File: src/rtl/tx_sched.sv
// tx_sched -- transmit scheduler for three message sources sharing one UART
// serializer.
//
// Each source raises a one-cycle trig pulse to request a frame. Requests latch
// into pending bits. The FSM then grants one source at a time: it asserts the
// one-hot ena, pulses start, and waits for the serializer's done pulse. An
// 8-bit watchdog aborts a frame that never completes.
//
// Build option: TX_SCHED_RR_EN
//   defined   -> round-robin arbitration; the search starts after the last
//                source served.
//   undefined -> fixed priority, 0 > 1 > 2.
//
// Ports
//   clk_sys      in   system clock, rising edge
//   rst_n        in   asynchronous active-low reset
//   trig[0:2]    in   send requests (0 = reset src, 1 = CP status, 2 = bus)
//   done         in   serializer finished the current frame
//   ovr_clr      in   clear all sticky overrun flags
//   ena[0:2]     out  one-hot grant (or zero)
//   start        out  one-cycle pulse: serializer latches fields, begins frame
//   busy         out  FSM is not IDLE
//   overrun[0:2] out  sticky: request arrived while the source was pending
//   wdt          out  one-cycle pulse: watchdog aborted the frame
module tx_sched (
  input  logic       clk_sys,
  input  logic       rst_n,
  input  logic [0:2] trig,
  input  logic       done,
  input  logic       ovr_clr,
  output logic [0:2] ena,
  output logic       start,
  output logic       busy,
  output logic [0:2] overrun,
  output logic       wdt
);

  typedef enum logic [1:0] {IDLE, START, WAIT, GAP} state_t;

  state_t     state_q, state_d;
  logic [0:2] pending_q, pending_d;
  logic [0:2] ena_q, ena_d;
  logic [0:2] ovr_q, ovr_d;
  logic       start_q, start_d;
  logic       wdt_q, wdt_d;
  logic [7:0] wdog_q, wdog_d;
  logic [0:2] grant;    // one-hot winner among pending sources
  logic [0:2] clr;      // pending bits retired this cycle
  logic [0:2] ovr_set;

`ifdef TX_SCHED_RR_EN
  // ptr_q holds the last source served; the search begins one past it.
  logic [1:0] ptr_q, ptr_d;

  always_comb begin
    grant = '0;
    case (ptr_q)
      2'd0: begin
        if      (pending_q[1]) grant[1] = 1'b1;
        else if (pending_q[2]) grant[2] = 1'b1;
        else if (pending_q[0]) grant[0] = 1'b1;
      end
      2'd1: begin
        if      (pending_q[2]) grant[2] = 1'b1;
        else if (pending_q[0]) grant[0] = 1'b1;
        else if (pending_q[1]) grant[1] = 1'b1;
      end
      default: begin
        if      (pending_q[0]) grant[0] = 1'b1;
        else if (pending_q[1]) grant[1] = 1'b1;
        else if (pending_q[2]) grant[2] = 1'b1;
      end
    endcase
  end

  always_comb begin
    ptr_d = ptr_q;
    if (state_q == IDLE && |pending_q)
      ptr_d = grant[1] ? 2'd1 : (grant[2] ? 2'd2 : 2'd0);
  end

  always_ff @(posedge clk_sys or negedge rst_n)
    if (!rst_n) ptr_q <= 2'd2;
    else        ptr_q <= ptr_d;
`else
  always_comb begin
    grant    = '0;
    grant[0] = pending_q[0];
    grant[1] = pending_q[1] & ~pending_q[0];
    grant[2] = pending_q[2] & ~pending_q[0] & ~pending_q[1];
  end
`endif

  always_comb begin
    state_d = state_q;
    ena_d   = ena_q;
    start_d = 1'b0;
    wdt_d   = 1'b0;
    wdog_d  = wdog_q;
    clr     = '0;
    case (state_q)
      IDLE: if (|pending_q) begin
        ena_d   = grant;
        start_d = 1'b1;
        state_d = START;
      end
      START: begin
        wdog_d  = '0;
        state_d = WAIT;
      end
      WAIT: begin
        // ena_q still holds the winner, so it doubles as the retire mask.
        if (done) begin
          clr     = ena_q;
          ena_d   = '0;
          state_d = GAP;
        end else if (wdog_q == 8'hFF) begin
          wdt_d   = 1'b1;
          clr     = ena_q;
          ena_d   = '0;
          state_d = GAP;
        end else begin
          wdog_d = wdog_q + 8'd1;
        end
      end
      default: state_d = IDLE;  // GAP
    endcase

    // A request that coincides with its own completion is a fresh request,
    // not an overrun; it keeps the bit pending for another frame.
    ovr_set   = trig & pending_q & ~clr;
    pending_d = (pending_q & ~clr) | trig;
    ovr_d     = (ovr_q & ~{3{ovr_clr}}) | ovr_set;
  end

  always_ff @(posedge clk_sys or negedge rst_n) begin
    if (!rst_n) begin
      state_q   <= IDLE;
      pending_q <= '0;
      ena_q     <= '0;
      ovr_q     <= '0;
      start_q   <= 1'b0;
      wdt_q     <= 1'b0;
      wdog_q    <= '0;
    end else begin
      state_q   <= state_d;
      pending_q <= pending_d;
      ena_q     <= ena_d;
      ovr_q     <= ovr_d;
      start_q   <= start_d;
      wdt_q     <= wdt_d;
      wdog_q    <= wdog_d;
    end
  end

  assign ena     = ena_q;
  assign start   = start_q;
  assign busy    = (state_q != IDLE);
  assign overrun = ovr_q;
  assign wdt     = wdt_q;

endmodule

File: config.mk
export PLATFORM = sky130hd
export DESIGN_NAME = tx_sched
export DESIGN_NICKNAME = d
export VERILOG_FILES = /design/src/rtl/tx_sched.sv
export SDC_FILE = /design/constraint.sdc
export NUM_CORES = 1
export LEC_CHECK = 0
export ABC_CLOCK_PERIOD_IN_PS = 4700
export BUFFER_PORTS_ARGS = -buffer_cell sky130_fd_sc_hd__buf_2
export CORE_MARGIN = 4
export CORE_UTILIZATION = 55
export CTS_CLUSTER_SIZE = 40
export DETAILED_ROUTE_END_ITERATION = 12
export GPL_TIMING_DRIVEN = 0
export MAX_ROUTING_LAYER = met4
export PLACE_DENSITY = 0.78
export SETUP_SLACK_MARGIN = 0.4
export SLEW_MARGIN = 10
export SYNTH_ARGS = -nofsm -noshare
export SYNTH_HDL_FRONTEND = slang
export SYNTH_SLANG_ARGS = --single-unit
export TNS_END_PERCENT = 10
File: constraint.sdc
create_clock -name clk_sys -period 4.7 [get_ports clk_sys]
set_input_delay 0.47 -clock clk_sys [delete_from_list [all_inputs] [get_ports clk_sys]]
set_output_delay 0.47 -clock clk_sys [all_outputs]
set_load 0.05 [all_outputs]
==> impl_results.md <==
- Number of placement rows: 15
- Standard cell core area: roughly 1700 µm²
- Post-synthesis sequential element count: 21
- Leakage power: roughly 0.56 nW
- CP Max Fanout: 6
- Leading cell types by count after synthesis: sky130_fd_sc_hd__dfrtp_1, sky130_fd_sc_hd__nand2_1, sky130_fd_sc_hd__inv_1
- Top-count cell post-synth: sky130_fd_sc_hd__dfrtp_1
- Adder-cell share of the synthesized area: 0.0496
- Master cell of the clock root buffer: sky130_fd_sc_hd__clkbuf_4
- Cell-by-cell trace of the critical path: inv_1 -> ha_1 -> inv_1 -> buf_2
- Total of endpoints with negative setup slack in the final report: 0
- Slew of the pin with the lowest slew margin: between 0.4 and 0.5 ns
- Wire length of the first global-routing pass: between 3000 and 4000 µm
- H-Tree Depth: 1
- Startpoint type of the worst setup path: register
- Crit path capture type: output pin
- Share of the synthesized area in compound gates (AO/OA/AOI/OAI): 0.140
- Number of detailed-routing iterations run before antenna repair: 4
- Post-detailed-route wirelength per cell: between 10 and 15 µm
- Total of buffers placed on input and output ports: 15
- Power per standard cell area: 506 nW/µm²
- RR Endpoint: state_q[1]$_DFFE_PN0P_
- Final hold slack: slightly above 0.1 ns
- Pin count of the biggest net entering global routing: 22
- Synth Warn #: 0
- Reg2Reg Setup Slack: roughly 2.9 ns
- Starting utilization of the core area: 0.584
- Top cell type by total area after synthesis: sky130_fd_sc_hd__dfrtp_1
- TritonCTS Sinks: 21
- Avg Vias per Cell: around 5.2
- Synthesized-area fraction occupied by and/or/nand/nor cells: 0.153
- Most Frequent Cell on Critical Path: sky130_fd_sc_hd__inv_1
- Clock tree from TritonCTS: done
- Worst IR Drop VDD: around 0.41 mV
- Post-cts repair resize count: 0
- Cell variety after synth: 27
- Hold Fails Final Rpt: 0
- Count of buffers added by post-CTS timing repair for setup: 0
- Net Count, Synth: 109
- Worst setup path class: register to output pin
- RSZ-0062 raised after global routing: no
- Main combinational cell family by area after synthesis: simple AND/OR/NAND/NOR gates
- Clk slew on worst S/H paths: 0.11 ns
- Final total power: 0.000578 W
- Ranking of synthesized cells by area: sky130_fd_sc_hd__dfrtp_1, sky130_fd_sc_hd__nand2_1, sky130_fd_sc_hd__mux2i_1
- Mux share of post-synthesis cell area: 0.0744
- Height of the die: about 50 µm
- Iteration-0 DRC count of the detailed router: 10
- Top-area cell type share of the netlist area: 0.521
- Number of global-route vias before repair: 737
- Final Slew Violations: 0
- Post-synthesis instance total: slightly below 100
- Max Clock Skew: between 0.0015 and 0.002 ns
- Fraction of synthesized cell area in xor and xnor cells: 0.00868
- Antenna violations before repair: 0
- Worst r2r path cells: 7
- DR vias: ~740
- Clock period minus worst slack: approximately 1.9 ns
- GR Util All Layers: 0.159
- Leading register cell type out of synthesis: sky130_fd_sc_hd__dfrtp_1
- Die outline area: 2580 µm²
- Class of the most critical hold timing path: primary input to async pin
- I/O Pins: 16
- Overflow after GRT: 0
- Utilization of the core after routing: 0.662
- Final Worst Setup Slack: 2.77 ns
- F_max: roughly 520 MHz
- Diode insertion count for antenna repair: 0
- Status: complete, no violations
- CP max stage cell: sky130_fd_sc_hd__dfrtp_1
- Floorplan die width: 50.8 µm
- Tightest slew margin relative to the limit: 0.699
- Required time of the worst setup path: 4.23 ns
- Final weighted congestion in routability-driven placement: approximately 0.78
- Area grow syn2layout: 13.3%
- Clock buffers created by TritonCTS: 3
- DP Worst Slack: a little under 3 ns
- # hold bufs at CTS: 0
- Setup tns final: 0 ns
- Worst skew pair latency: 0.29 ns
- HPWL after detailed placement: approximately 1300 µm
- Max Root-Sink Buffers: 2
- Sequential fraction of the synthesis area: 0.521
- Antenna-violating nets left: 0
- Residual DRC: 0
- Synth async-reset ratio: 1.00
- Number of enable-type register cells in the synthesized netlist: 0
- MaxCap Viol Count: 0
- Total Routed Length: 1730 µm
- Worst reg2reg startpoint: state_q[0]$_DFFE_PN0P_
- Worst EP arrival: about 1.5 ns
- Post-Syn Area: roughly 1000 µm²
- Net count, final: between 100 and 150
- Fraction of the cycle the final worst path needs: 0.411
- Share of final-layout standard cells stronger than drive strength 1: 0.222
- Post-synthesis area per instance: ~10 µm²
- Filler instances: ~160
- Worst stage delay on the critical path: ~0.4 ns
==> cell type report <==
cell class                      instances  area, µm²  share of cell area
Sequential cell                        21        526               0.460
Multi-Input combinational cell         65        429               0.376
Timing Repair Buffer                   15       75.1              0.0657
Inverter                                9       33.8              0.0296
Tap cell                               25       31.3              0.0274
Clock buffer                            3       22.5              0.0197
Buffer                                  3       20.0              0.0175
Clock inverter                          1       5.00             0.00438
==> placed cells by master (no fill, tap or decap), types with 2 or more instances in the layout <==
cell / n
sky130_fd_sc_hd__o21ai_0: 4
sky130_fd_sc_hd__inv_1: 9
sky130_fd_sc_hd__nand2b_1: 2
sky130_fd_sc_hd__dfrtp_1: 21
sky130_fd_sc_hd__buf_2: 16
sky130_fd_sc_hd__o22ai_1: 3
sky130_fd_sc_hd__nand2_1: 19
sky130_fd_sc_hd__nand4_1: 2
sky130_fd_sc_hd__nor2_1: 5
sky130_fd_sc_hd__a21oi_1: 4
sky130_fd_sc_hd__mux2i_1: 6
sky130_fd_sc_hd__clkbuf_4: 3
sky130_fd_sc_hd__o2bb2ai_1: 3
sky130_fd_sc_hd__ha_1: 4
sky130_fd_sc_hd__nor3_1: 2
==> how the worst max path moves through the flow <==
stage,to,from,slack [ns]
final,busy,state_q[0]$_DFFE_PN0P_,2.77
after global routing,busy,state_q[0]$_DFFE_PN0P_,2.66
after CTS,busy,state_q[0]$_DFFE_PN0P_,2.76
after detailed placement,state_q[1]$_DFFE_PN0P_,state_q[0]$_DFFE_PN0P_,2.93
after global placement,state_q[1]$_DFFE_PN0P_,state_q[0]$_DFFE_PN0P_,2.98
after floorplan,state_q[1]$_DFFE_PN0P_,wdog_q[0]$_DFFE_PN0P_,3.08
==> state kept, by name, indices dropped and copies added (netlist names) <==
name and flops:
pending_q 3, start 1, state_q 2, wdt 1, ena 3, overrun 3, wdog_q 8
==> stage by stage <==
step | area, µm² | instances
floorplan | 1010 | 98
global placement | 1110 | 138
detailed placement | 1110 | 138
CTS | 1140 | 142
global route | 1140 | 142
finish | 1140 | 142
==> cells by family after synthesis <==
logic type | count (synthesis)
mux | 7
xor+xnor | 1
compound gates | 19
buf+inv | 12
flops | 21
fa+ha+maj | 4
simple gates | 34
==> worst max-delay path: cells and delay by family (launching register included) <==
kind	cells	cell delay, ns
buffers and inverters	3	0.46
flip-flops	1	0.40
adder cells (fa/ha/maj)	1	0.30
==> per-layer routing <==
metal,vias up,track usage,wire (µm)
met5,-,-,0
met2,14,0.276,869
met3,4,0.0262,44
met1,356,0.183,796
li1,368,-,-
met4,0,0.0673,24
==> where the power goes <==
part / internal, W / switching [W] / total, W / leakage (nW)
combinational: 0.0000803 / 0.000167 / 0.000247 / 0.282
clock: 0.0000317 / 0.0000524 / 0.0000841 / 0.0177
sequential: 0.000218 / 0.0000290 / 0.000247 / 0.259
No activity file was read; power rests on OpenSTA's default activity.
